==> src/rtl/matrix_result_tx_pkg.sv <==
// rtl/matrix_result_tx_pkg.sv - shared states, ASCII constants and width helper for matrix_result_tx
package matrix_result_tx_pkg;

  typedef enum logic [2:0] {
    IDLE      = 3'd0,
    LOAD      = 3'd1,
    SEND      = 3'd2,
    WAIT_ACK  = 3'd3,
    WAIT_DONE = 3'd4,
    DONE      = 3'd5
  } tx_state_t;

  localparam logic [7:0] ASCII_SPACE = 8'h20;
  localparam logic [7:0] ASCII_CR    = 8'h0D;
  localparam logic [7:0] ASCII_LF    = 8'h0A;
  localparam logic [7:0] ASCII_ZERO  = 8'h30;
  // 'A' minus 10, so nibble values 10..15 land on 'A'..'F'
  localparam logic [7:0] ASCII_ALPHA = 8'h37;

  // Counter width that never collapses to zero bits for a range of one
  function automatic int cnt_width(input int n);
    return (n > 1) ? $clog2(n) : 1;
  endfunction

endpackage

==> src/rtl/matrix_result_tx_nibble_to_ascii.sv <==
// rtl/matrix_result_tx_nibble_to_ascii.sv - 4-bit value to uppercase ASCII hex character
module nibble_to_ascii
  import matrix_result_tx_pkg::*;
(
  input  logic [3:0] nibble,
  output logic [7:0] ascii
);

  // Digits map onto '0'..'9', letters onto uppercase 'A'..'F'
  always_comb begin
    ascii = ASCII_ZERO;
    if (nibble < 4'd10) begin
      ascii = ASCII_ZERO + {4'h0, nibble};
    end else begin
      ascii = ASCII_ALPHA + {4'h0, nibble};
    end
  end

endmodule

==> src/rtl/matrix_result_tx.sv <==
// rtl/matrix_result_tx.sv - formats a snapshot of the result matrix as ASCII hex rows into uart_tx
module matrix_result_tx
  import matrix_result_tx_pkg::*;
#(
  parameter int DIM         = 3,
  parameter int RES_WIDTH   = 8,
  parameter int ACK_TIMEOUT = 16
) (
  input  logic                         clk,
  input  logic                         rst,
  input  logic [DIM*DIM*RES_WIDTH-1:0] res_flat,
  input  logic                         res_valid,
  input  logic                         tx_busy,
  output logic [7:0]                   tx_data,
  output logic                         tx_start,
  output logic                         busy,
  output logic                         done
);

  localparam int HEX_DIGITS = RES_WIDTH / 4;
  localparam int ENTRIES    = DIM * DIM;
  localparam int ENT_W      = cnt_width(ENTRIES);
  localparam int COL_W      = cnt_width(DIM);
  localparam int DIG_W      = cnt_width(HEX_DIGITS);
  localparam int TMO_W      = cnt_width(ACK_TIMEOUT);

  localparam logic [ENT_W-1:0] LAST_ENT = ENT_W'(ENTRIES - 1);
  localparam logic [COL_W-1:0] LAST_COL = COL_W'(DIM - 1);
  localparam logic [DIG_W-1:0] LAST_DIG = DIG_W'(HEX_DIGITS - 1);
  localparam logic [TMO_W-1:0] LAST_TMO = TMO_W'(ACK_TIMEOUT - 1);

  tx_state_t            state, state_n;
  logic [RES_WIDTH-1:0] snap [ENTRIES];
  logic [ENT_W-1:0]     entry_idx;
  logic [COL_W-1:0]     col_idx;
  logic [DIG_W-1:0]     digit_idx;
  logic                 in_sep;
  logic                 sep_phase;
  logic [TMO_W-1:0]     tmo_cnt;

  logic [RES_WIDTH-1:0] cur_entry;
  logic [3:0]           cur_nibble;
  logic [7:0]           hex_char;
  logic [7:0]           next_byte;
  logic                 last_byte;

  // Pick the current entry and its nibble, most significant digit first
  always_comb begin
    cur_entry  = snap[entry_idx];
    cur_nibble = '0;
    for (int d = 0; d < HEX_DIGITS; d++) begin
      if (digit_idx == DIG_W'(d)) begin
        cur_nibble = cur_entry[(HEX_DIGITS-1-d)*4 +: 4];
      end
    end
  end

  nibble_to_ascii u_nibble_to_ascii (
    .nibble (cur_nibble),
    .ascii  (hex_char)
  );

  // Byte for the current position: hex digit, space between columns, CR LF at row end
  always_comb begin
    next_byte = hex_char;
    last_byte = 1'b0;
    if (in_sep) begin
      if (col_idx != LAST_COL) begin
        next_byte = ASCII_SPACE;
      end else if (!sep_phase) begin
        next_byte = ASCII_CR;
      end else begin
        next_byte = ASCII_LF;
        last_byte = (entry_idx == LAST_ENT);
      end
    end
  end

  // State register
  always_ff @(posedge clk) begin
    if (rst) begin
      state <= IDLE;
    end else begin
      state <= state_n;
    end
  end

  // Next-state and handshake outputs; tx_start only fires in SEND while uart_tx is idle
  always_comb begin
    state_n  = state;
    tx_start = 1'b0;
    busy     = 1'b0;
    done     = 1'b0;
    case (state)
      IDLE: begin
        if (res_valid) state_n = LOAD;
      end
      LOAD: begin
        busy    = 1'b1;
        state_n = SEND;
      end
      SEND: begin
        busy = 1'b1;
        if (!tx_busy) begin
          tx_start = 1'b1;
          state_n  = WAIT_ACK;
        end
      end
      WAIT_ACK: begin
        busy = 1'b1;
        if (tx_busy || (tmo_cnt == LAST_TMO)) state_n = WAIT_DONE;
      end
      WAIT_DONE: begin
        busy = 1'b1;
        if (!tx_busy) state_n = last_byte ? DONE : LOAD;
      end
      DONE: begin
        done    = 1'b1;
        state_n = IDLE;
      end
      default: state_n = IDLE;
    endcase
  end

  // Snapshot capture, byte register, ack timeout and byte-position counters
  always_ff @(posedge clk) begin
    if (rst) begin
      for (int n = 0; n < ENTRIES; n++) snap[n] <= '0;
      tx_data   <= 8'h00;
      entry_idx <= '0;
      col_idx   <= '0;
      digit_idx <= '0;
      in_sep    <= 1'b0;
      sep_phase <= 1'b0;
      tmo_cnt   <= '0;
    end else begin
      case (state)
        IDLE: begin
          if (res_valid) begin
            for (int n = 0; n < ENTRIES; n++) snap[n] <= res_flat[n*RES_WIDTH +: RES_WIDTH];
            entry_idx <= '0;
            col_idx   <= '0;
            digit_idx <= '0;
            in_sep    <= 1'b0;
            sep_phase <= 1'b0;
          end
        end
        LOAD: tx_data <= next_byte;
        SEND: tmo_cnt <= '0;
        WAIT_ACK: begin
          if (!tx_busy && (tmo_cnt != LAST_TMO)) tmo_cnt <= tmo_cnt + TMO_W'(1);
        end
        WAIT_DONE: begin
          if (!tx_busy && !last_byte) begin
            if (!in_sep) begin
              if (digit_idx == LAST_DIG) begin
                digit_idx <= '0;
                in_sep    <= 1'b1;
              end else begin
                digit_idx <= digit_idx + DIG_W'(1);
              end
            end else if (col_idx != LAST_COL) begin
              in_sep    <= 1'b0;
              col_idx   <= col_idx + COL_W'(1);
              entry_idx <= entry_idx + ENT_W'(1);
            end else if (!sep_phase) begin
              sep_phase <= 1'b1;
            end else begin
              in_sep    <= 1'b0;
              sep_phase <= 1'b0;
              col_idx   <= '0;
              if (entry_idx != LAST_ENT) entry_idx <= entry_idx + ENT_W'(1);
            end
          end
        end
        default: ;
      endcase
    end
  end

endmodule
==> config.mk <==
export PLATFORM = sky130hd
export DESIGN_NAME = matrix_result_tx
export DESIGN_NICKNAME = d
export VERILOG_FILES = /design/src/rtl/matrix_result_tx_pkg.sv /design/src/rtl/matrix_result_tx_nibble_to_ascii.sv /design/src/rtl/matrix_result_tx.sv
export SDC_FILE = /design/constraint.sdc
export NUM_CORES = 1
export LEC_CHECK = 0
export BUFFER_PORTS_ARGS = -buffer_cell sky130_fd_sc_hd__buf_4
export CORE_MARGIN = 3
export CORE_UTILIZATION = 25
export CTS_CLUSTER_DIAMETER = 40
export CTS_CLUSTER_SIZE = 10
export DETAILED_ROUTE_END_ITERATION = 12
export HOLD_SLACK_MARGIN = 0.1
export PLACE_DENSITY = 0.41
export SYNTH_ARGS = -nofsm -noshare
export SYNTH_HDL_FRONTEND = slang
export SYNTH_HIERARCHICAL = 1
export SYNTH_SLANG_ARGS = --single-unit
==> constraint.sdc <==
create_clock -name clk -period 3.9 [get_ports clk]
set_input_delay 0.39 -clock clk [delete_from_list [all_inputs] [get_ports clk]]
set_output_delay 0.39 -clock clk [all_outputs]
set_load 0.02 [all_outputs]
==> results of run 1 <==
## registers in the layout, summed over array words and instances (netlist names), named ones only
register	flops
digit_idx	1
entry_idx	4
sep_phase	1
in_sep	1
tx_data	8
snap	72
col_idx	2
tmo_cnt	4
state	3
## cell usage in the layout (no fill, tap or decap), types with 3 or more instances in the layout
| cell | count |
|---|---|
| a21oi_1 | 25 |
| a311oi_1 | 4 |
| a31oi_1 | 4 |
| and2_1 | 73 |
| buf_4 | 87 |
| clkbuf_16 | 9 |
| dfxtp_1 | 28 |
| edfxtp_1 | 72 |
| ha_1 | 4 |
| inv_1 | 8 |
| mux4_2 | 16 |
| nand2_1 | 8 |
| nand2b_1 | 8 |
| nand3_1 | 8 |
| nand3b_1 | 4 |
| nor2_1 | 13 |
| nor3_1 | 5 |
| nor3b_1 | 3 |
| o21ai_0 | 17 |
| o22a_1 | 4 |
| o22ai_1 | 8 |
| or4_1 | 4 |
## kinds of logic (layout without fill, tap and decap cells)
family | count (synthesis) | count (layout) | synth area share, %
AO/OA/AOI/OAI | 75 | 75 | 10.2
XOR/XNOR | 2 | 2 | 0.373
adder cells (fa/ha/maj) | 4 | 4 | 1.07
buffers and inverters | 35 | 110 | 3.17
flip-flops | 100 | 100 | 58.0
multiplexers | 17 | 17 | 7.89
other | 1 | 1 | 0.0799
AND/OR/NAND/NOR | 148 | 148 | 19.2
## final cells by class
| class | instances | area [um^2] |
|---|---|---|
| timing repair buffer | 87 | 653 |
| tap | 229 | 287 |
| clock inverter | 6 | 78.8 |
| multi-input combinational | 247 | 1840 |
| inverter | 8 | 30.0 |
| clock buffer | 9 | 225 |
| sequential | 100 | 2720 |
| fill | 1797 | 12400 |
## per-layer routing
metal | vias up | track usage [%] | routed length, um
li1 | 1545 | - | -
met1 | 1422 | 15.1 | 5190
met2 | 83 | 14.6 | 4470
met3 | 8 | 3.08 | 502
met4 | 0 | 3.60 | 107
met5 | - | 0 | 0
## per-stage QoR
stage	instances	worst slack, ps	hold WS [ps]
after floorplan	382	977	458
after global placement	671	1040	443
after global routing	686	720	298
final	686	1010	312
after CTS	686	947	297
after detailed placement	671	986	450
## power by group through the flow
stage                     Clock, mW  Sequential (mW)  Combinational [mW]
after floorplan                   0             1.29               0.155
after global placement            0             1.30               0.265
after detailed placement          0             1.30               0.267
after CTS                     0.952             1.28               0.268
after global routing           1.00             1.28               0.290
final                         0.918             1.27               0.262
## path summary, 6_finish.rpt
kind                            slack [ps]    endpoint  cells after the start
worst max-delay path                  1010  tx_data[1]                      9
worst min-delay path                   310  snap[5][3]                      2
worst max register to register        1010  tx_data[1]                      9
worst min register to register         460  tx_data[5]                      2
==> flow_metrics.py, run 1 <==
metrics = {
    "power": {
        "switching_share_pct": 23.5,
        "peakVddDrop_v": 0.000229,
        "p_seq_share_pct": 51.9,
        "p_per_area_mw_per_mm2": 421,
        "p_int_mw": 1.88,
        "clkPwrFrac_pct": 37.4,
        "p_total_mw": 2.45,
        "p_sw_mw": 0.576,
        "p_comb_share_pct": 10.7,
        "p_leak_nw": 2.16,
    },
    "worst_setup_path": {
        "path_cells": "mux4_2 > o22a_1 > o21ai_0 > o22ai_1 > inv_1 > ha_1 > a21oi_1 > nand2b_1 > a311oi_1",
        "worstPathArrival_ps": 3140,
        "cp_max_fo": 16,
        "startpoint_type": "flop",
        "crit_type": "flop to flop",
        "max_stage_delay_ps": 840,
        "crit_path_end_kind": "flop",
        "path_buf_inv": 1,
        "worst_path_max_delay_cell": "dfxtp_1",
        "cpLargestDelayFamily": "compound AO/OA/AOI/OAI gates",
        "critPathRequiredTime_ps": 4150,
    },
    "hold_path": {
        "hp-start": "res_flat[43]",
        "hp-class": "primary input to flop",
    },
    "synth": {
        "yosysUniqueCellTypes": 54,
        "synth_area_leaders": "edfxtp_1 46%, dfxtp_1 12%, and2_1 9.7%",
        "yosys_warnings": 6,
        "ys_ff_latch": 100,
        "netlist_area_mm2": 0.00469,
        "yosysSeqAreaShare_pct": 58.0,
        "netlist_instances": 382,
        "synth_edf_count": 72,
        "synth_top_area_cell": "edfxtp_1",
        "yosys-top-cells-count": "73 x and2_1, 72 x edfxtp_1, 28 x dfxtp_1, 25 x a21oi_1, 21 x clkbuf_1",
        "async_reset_ff_share_pct": 0,
        "synth.avg_cell_area_um2": 12.3,
        "synthesis.nets": 462,
        "synth_ff_type": "edfxtp_1",
        "synth.most_common_cell": "and2_1",
        "synth_top_area_share_pct": 46.1,
    },
    "cts": {
        "root_buffer": "clkbuf_16",
        "postCtsSetupBuffers": 0,
        "cts_resized": 0,
        "path_clk_slew_ps": 70,
        "cts_tree": "yes",
        "htree_levels": 3,
        "cts-hold-fix-buffers": 0,
        "numCtsBuffers": 9,
        "clock_latency_ps": 350,
        "clockBufferDepth": 2,
        "cts.sinks": 100,
    },
    "floorplan": {
        "num_rows": 49,
        "core_mm2": 0.0182,
        "start_util_pct": 25.8,
        "io_pins": 87,
        "die_area_mm2": 0.0205,
        "die_w_um": 143,
        "die_h_um": 143,
    },
    "detailed_routing": {
        "drc": 0,
        "wl_per_cell_um": 15.0,
        "routed_wl_mm": 10.3,
        "avgViaCountPerCell": 4.46,
        "dr.pass1.iters": 5,
        "antenna_left": 0,
        "drtIter0Drc": 174,
        "vias": 3058,
    },
    "timing": {
        "timing.final.crit_share_pct": 74.2,
        "skew_ps": 7.81,
        "relSlewSlack_pct": 20.0,
        "slew_violations": 0,
        "setup_viol": 0,
        "worst-slew-pin-transition_ps": 1200,
        "setup_tns_ps": 0,
        "max_freq_mhz": 346,
        "finalHoldViolCount": 0,
        "min_period_ps": 2890,
        "rsz0062_at_grt": "no",
    },
    "outcome": {
        "status": "finished, final reports clean",
    },
    "finish": {
        "drive_above_1_share_pct": 27.6,
        "fin_area_mm2": 0.00583,
        "utilization_pct": 32.0,
        "area_delta_synth_final_pct": 24.3,
        "nets": 533,
        "diodes": 0,
    },
    "global_route": {
        "grt_antenna_before_repair": 0,
        "grt_pass1_vias": 2991,
        "grt.total_usage_pct": 10.4,
        "grt_max_degree": 73,
        "gr-total-overflow": 0,
        "grt_pass1_wl_mm": 16.4,
    },
    "place": {
        "io_buffer_count": 86,
        "post_dp_cell_area_mm2": 0.00553,
        "gp_congestion": 0.741,
        "hpwl_mm": 7.25,
    },
    "flow_run": {
        "drv_cap": 0,
    },
}
Note: power is estimated with default switching activity, not from simulation.
==> run 2, diff against run 1 <==
- clock period: 3.9 -> 2.8 ns (I/O delays scaled with it)
==> run 2 against run 1 <==
Worst setup slack got worse by 760 ps. First-iteration DRC count is 10% lower. Count of clock-buffer cells in the layout is 1 higher. Combinational power increased by 47%. Register-to-register slack worse by 760 ps. Critical endpoint unchanged.
==> flow_metrics.py, run 2 (synthesis results as in run 1) <==
metrics = {
    "outcome": {
        "status": "finished, final reports clean",
    },
    "detailed_routing": {
        "avgViaCountPerCell": 4.55,
        "vias": 3161,
        "drc": 0,
        "dr.pass1.iters": 5,
        "antenna_left": 0,
        "routed_wl_mm": 10.6,
        "wl_per_cell_um": 15.3,
        "drtIter0Drc": 156,
    },
    "worst_setup_path": {
        "path_cells": "buf_12 > mux4_2 > o22a_1 > o21ai_0 > o22ai_1 > inv_1 > ha_1 > a21oi_1 > nand2b_1 > a311oi_1",
        "cp_max_fo": 11,
        "path_buf_inv": 2,
        "r2r.worst_path.cells": 10,
        "crit_path_end_kind": "flop",
        "max_stage_delay_ps": 520,
        "r2r-end": "tx_data[1]",
        "worstPathArrival_ps": 2800,
        "cpLargestDelayFamily": "compound AO/OA/AOI/OAI gates",
        "reg2reg_slack_ps": 250,
        "startpoint_type": "flop",
        "worst_path_max_delay_cell": "mux4_2",
        "critPathRequiredTime_ps": 3060,
        "crit_type": "flop to flop",
    },
    "timing": {
        "relSlewSlack_pct": 49.3,
        "fin_ws_ps": 252,
        "slew_violations": 0,
        "finalHoldViolCount": 0,
        "worst-slew-pin-transition_ps": 755,
        "hold_slack_ps": 206,
        "setup_viol": 0,
        "max_freq_mhz": 392,
        "min_period_ps": 2550,
        "setup_tns_ps": 0,
        "rsz0062_at_grt": "no",
        "timing.final.crit_share_pct": 91.0,
        "skew_ps": 6.82,
    },
    "power": {
        "p_sw_mw": 0.820,
        "p_per_area_mw_per_mm2": 569,
        "p_seq_share_pct": 52.7,
        "p_int_mw": 2.54,
        "p_leak_nw": 2.19,
        "peakVddDrop_v": 0.000314,
        "switching_share_pct": 24.4,
        "clkPwrFrac_pct": 35.8,
        "p_comb_share_pct": 11.5,
    },
    "global_route": {
        "use_met1_pct": 15.0,
        "grt.total_usage_pct": 10.8,
        "grt_max_degree": 73,
        "grt_antenna_before_repair": 0,
        "grt-busiest-layer": "met2",
        "gr-total-overflow": 0,
        "grt_pass1_wl_mm": 17.2,
        "grt_pass1_vias": 3228,
        "met2_usage_pct": 16.3,
        "met3_usage_pct": 3.68,
    },
    "finish": {
        "largest_register": "snap",
        "largest_reg_flops": 72,
        "diodes": 0,
        "fin_area_mm2": 0.00591,
        "final_cell_mix": "91 x buf_4, 73 x and2_1, 72 x edfxtp_1",
        "layout_commonest_cell": "buf_4",
        "largestRegisters": "snap x72, tx_data x8",
        "area_delta_synth_final_pct": 25.8,
        "drive_above_1_share_pct": 28.8,
        "nets": 540,
        "nFillCells": 1788,
    },
    "floorplan": {
        "die_w_um": 143,
        "die_h_um": 143,
        "start_util_pct": 25.8,
        "io_pins": 87,
        "num_rows": 49,
        "die_area_mm2": 0.0205,
        "core_mm2": 0.0182,
    },
    "cts": {
        "clockBufferDepth": 2,
        "cts.sinks": 100,
        "clock_latency_ps": 350,
        "root_buffer": "clkbuf_16",
        "htree_levels": 3,
        "path_clk_slew_ps": 70,
        "numCtsBuffers": 9,
        "cts_tree": "yes",
    },
    "hold_path": {
        "hold_path_depth": 2,
        "min_to": "snap[3][7]",
        "hp-start": "res_flat[31]",
        "hp-class": "primary input to flop",
    },
    "place": {
        "post-place-ws_ps": 184,
        "post_dp_cell_area_mm2": 0.00562,
        "hpwl_mm": 7.63,
        "gp_congestion": 0.723,
        "io_buffer_count": 86,
    },
    "flow_run": {
        "drv_cap": 0,
    },
}
-- run 2: per-stage QoR --
step	power, mW	std cells	utilization (%)
final	3.36	694	32.4
after global routing	3.51	694	32.4
after CTS	3.42	694	32.4
after detailed placement	2.20	678	30.9
after global placement	2.19	678	30.9
after floorplan	2.01	382	-
-- run 2: power groups by stage --
stage	logic, mW	clock network [mW]	registers [mW]
after detailed placement	0.392	0	1.81
after floorplan	0.217	0	1.79
after CTS	0.393	1.25	1.77
final	0.385	1.20	1.77
after global placement	0.387	0	1.81
after global routing	0.425	1.31	1.78
-- run 2: timing repair --
action                                 CTS  global route
buffers inserted                         0             0
resized for setup                        0             1
endpoints found under the hold margin    0             0
hold buffers                             0             0
setup endpoints to repair                0             4
-- run 2: area by class of cell --
type                            count  area, um^2  share of cell area (%)
Sequential cell                   100        2720                    46.1
Multi-Input combinational cell    247        1840                    31.1
Clock buffer                       10         229                    3.88
Inverter                            8        30.0                   0.508
Tap cell                          229         287                    4.85
Clock inverter                      6        55.1                   0.932
Timing Repair Buffer               94         743                    12.6
-- run 2: worst max-delay path by stage --
stage	endpoint	slack [ps]	cells after the start
2_1_floorplan	tx_data[2]	220	12
3_3_place_gp	tx_data[1]	230	10
3_5_place_dp	tx_data[1]	180	10
4_1_cts	tx_data[1]	150	10
5_1_grt	tx_data[2]	30	11
6_report	tx_data[1]	250	10
-- run 2: per-layer routing --
metal  part of all wire (%)  wire, um  up-vias
met5                      0         0        -
met4                   0.98       104        0
met3                    5.8       622        9
met2                     45      4850       89
met1                     48      5080     1503
li1                       -         -     1560
==> run 3, diff against run 2 <==
- CELL_PAD_IN_SITES_DETAIL_PLACEMENT: not set -> 0
- CELL_PAD_IN_SITES_GLOBAL_PLACEMENT: not set -> 1
- CORE_UTILIZATION: 25 -> 30
- PLACE_DENSITY: 0.41 -> 0.57
==> run 3 against run 2 <==
Count of clock-buffer cells in the layout unchanged. Core utilization is 6.1 points higher. Design area shrank 0.47%. Final cell count decreased by 2.7%. Sequential cell count stayed put. Largest cell class unchanged. Critical path type unchanged.
==> flow_metrics.py, run 3 (synthesis results as in run 1) <==
metrics = {
    "outcome": {
        "status": "finished, final reports clean",
    },
    "finish": {
        "largest_register": "snap",
        "multi_input_area_mm2": 0.00184,
        "largestRegisters": "snap x72, tx_data x8",
        "regArea_mm2": 0.00272,
        "nets": 539,
        "final_cell_mix": "91 x buf_4, 73 x and2_1, 72 x edfxtp_1",
        "diodes": 0,
        "largest_reg_flops": 72,
        "drive_above_1_share_pct": 28.4,
        "area_delta_synth_final_pct": 25.2,
        "layout_commonest_cell": "buf_4",
        "nFillCells": 1508,
        "utilization_pct": 38.5,
    },
    "floorplan": {
        "start_util_pct": 30.8,
        "die_h_um": 131,
        "io_pins": 87,
        "num_rows": 45,
        "die_w_um": 131,
        "die_area_mm2": 0.0172,
        "core_mm2": 0.0153,
    },
    "flow_run": {
        "drv_cap": 0,
    },
    "cts": {
        "cts_resized": 0,
        "numCtsBuffers": 9,
        "clock_latency_ps": 360,
        "clockBufferDepth": 2,
        "root_buffer": "clkbuf_16",
        "path_clk_slew_ps": 70,
        "cts.sinks": 100,
        "cts-hold-fix-buffers": 0,
        "postCtsSetupBuffers": 0,
        "cts_tree": "yes",
        "htree_levels": 3,
    },
    "timing": {
        "max_freq_mhz": 404,
        "relSlewSlack_pct": 51.5,
        "finalHoldViolCount": 0,
        "slew_violations": 0,
        "fin_ws_ps": 322,
        "setup_tns_ps": 0,
        "rsz0062_at_grt": "no",
        "setup_viol": 0,
        "min_period_ps": 2480,
        "timing.final.crit_share_pct": 88.5,
        "skew_ps": 5.82,
        "worst-slew-pin-transition_ps": 723,
    },
    "place": {
        "gp_congestion": 0.699,
        "io_buffer_count": 86,
        "hpwl_mm": 7.27,
        "post-place-ws_ps": 321,
    },
    "detailed_routing": {
        "dr.pass1.iters": 4,
        "drc": 0,
        "avgViaCountPerCell": 4.56,
        "drtIter0Drc": 187,
        "wl_per_cell_um": 14.8,
        "vias": 3075,
        "antenna_left": 0,
        "routed_wl_mm": 10.0,
    },
    "hold_path": {
        "hold_path_depth": 2,
        "min_to": "snap[7][4]",
        "hp-class": "primary input to flop",
        "hp-start": "res_flat[60]",
    },
    "worst_setup_path": {
        "worstPathArrival_ps": 2760,
        "r2r.worst_path.cells": 11,
        "crit_type": "flop to flop",
        "crit_path_end_kind": "flop",
        "reg2reg_slack_ps": 320,
        "cp_max_fo": 16,
        "startpoint_type": "flop",
        "r2r-end": "tx_data[4]",
        "critPathRequiredTime_ps": 3090,
    },
    "global_route": {
        "grt_antenna_before_repair": 0,
        "grt_max_degree": 73,
        "gr-total-overflow": 0,
        "grt_pass1_wl_mm": 16.4,
        "grt_pass1_vias": 3152,
        "grt.total_usage_pct": 12.6,
    },
    "power": {
        "peakVddDrop_v": 0.000321,
        "p_leak_nw": 2.19,
        "p_total_mw": 3.41,
        "p_per_area_mw_per_mm2": 580,
    },
}
-- run 3: how the worst max path moves through the flow --
stage | from | slack, ps | endpoint | cells past startpoint
global route | flop | 80 | tx_data[2] | 11
finish | flop | 320 | tx_data[4] | 11
CTS | flop | 310 | tx_data[2] | 11
global placement | flop | 340 | tx_data[2] | 11
detailed placement | flop | 320 | tx_data[2] | 11
floorplan | flop | 220 | tx_data[2] | 12
-- run 3: per-stage QoR --
stage | area (um^2) | hold WS, ps | std cells
2_1_floorplan | 4700 | 458 | 382
3_3_place_gp | 5580 | 440 | 659
3_5_place_dp | 5580 | 446 | 659
4_1_cts | 5880 | 185 | 675
5_1_grt | 5880 | 189 | 675
6_report | 5880 | 201 | 675
-- run 3: routing by layer --
metal / global-route usage [%] / share of wire [%]
met5: 0 / 0
met4: 3.99 / 1.4
met3: 4.13 / 4.9
met2: 18.5 / 44
met1: 17.8 / 50
-- run 3: power by group --
group | internal (mW) | total, mW | switching [mW]
clock network | 0.702 | 1.26 | 0.562
logic | 0.194 | 0.379 | 0.185
registers | 1.72 | 1.77 | 0.0430
-- run 3: critical path, cell delays in order (launching register included) --
cell,delay [ps]
dfxtp_1,360
buf_12,190
mux4_2,510
o22a_1,210
o21ai_0,80
o22ai_1,190
inv_1,100
ha_1,170
and2b_1,190
o21ai_0,160
nand3b_1,100
a21oi_1,140
-- run 3: area by class of cell --
type	instances	share of cell area, %
flip-flops and latches	100	46.3
multi-input cells	247	31.3
repair buffers	93	12.3
well taps	211	4.49
clock buffers	10	3.90
clock inverters	6	1.21
inverters	8	0.511
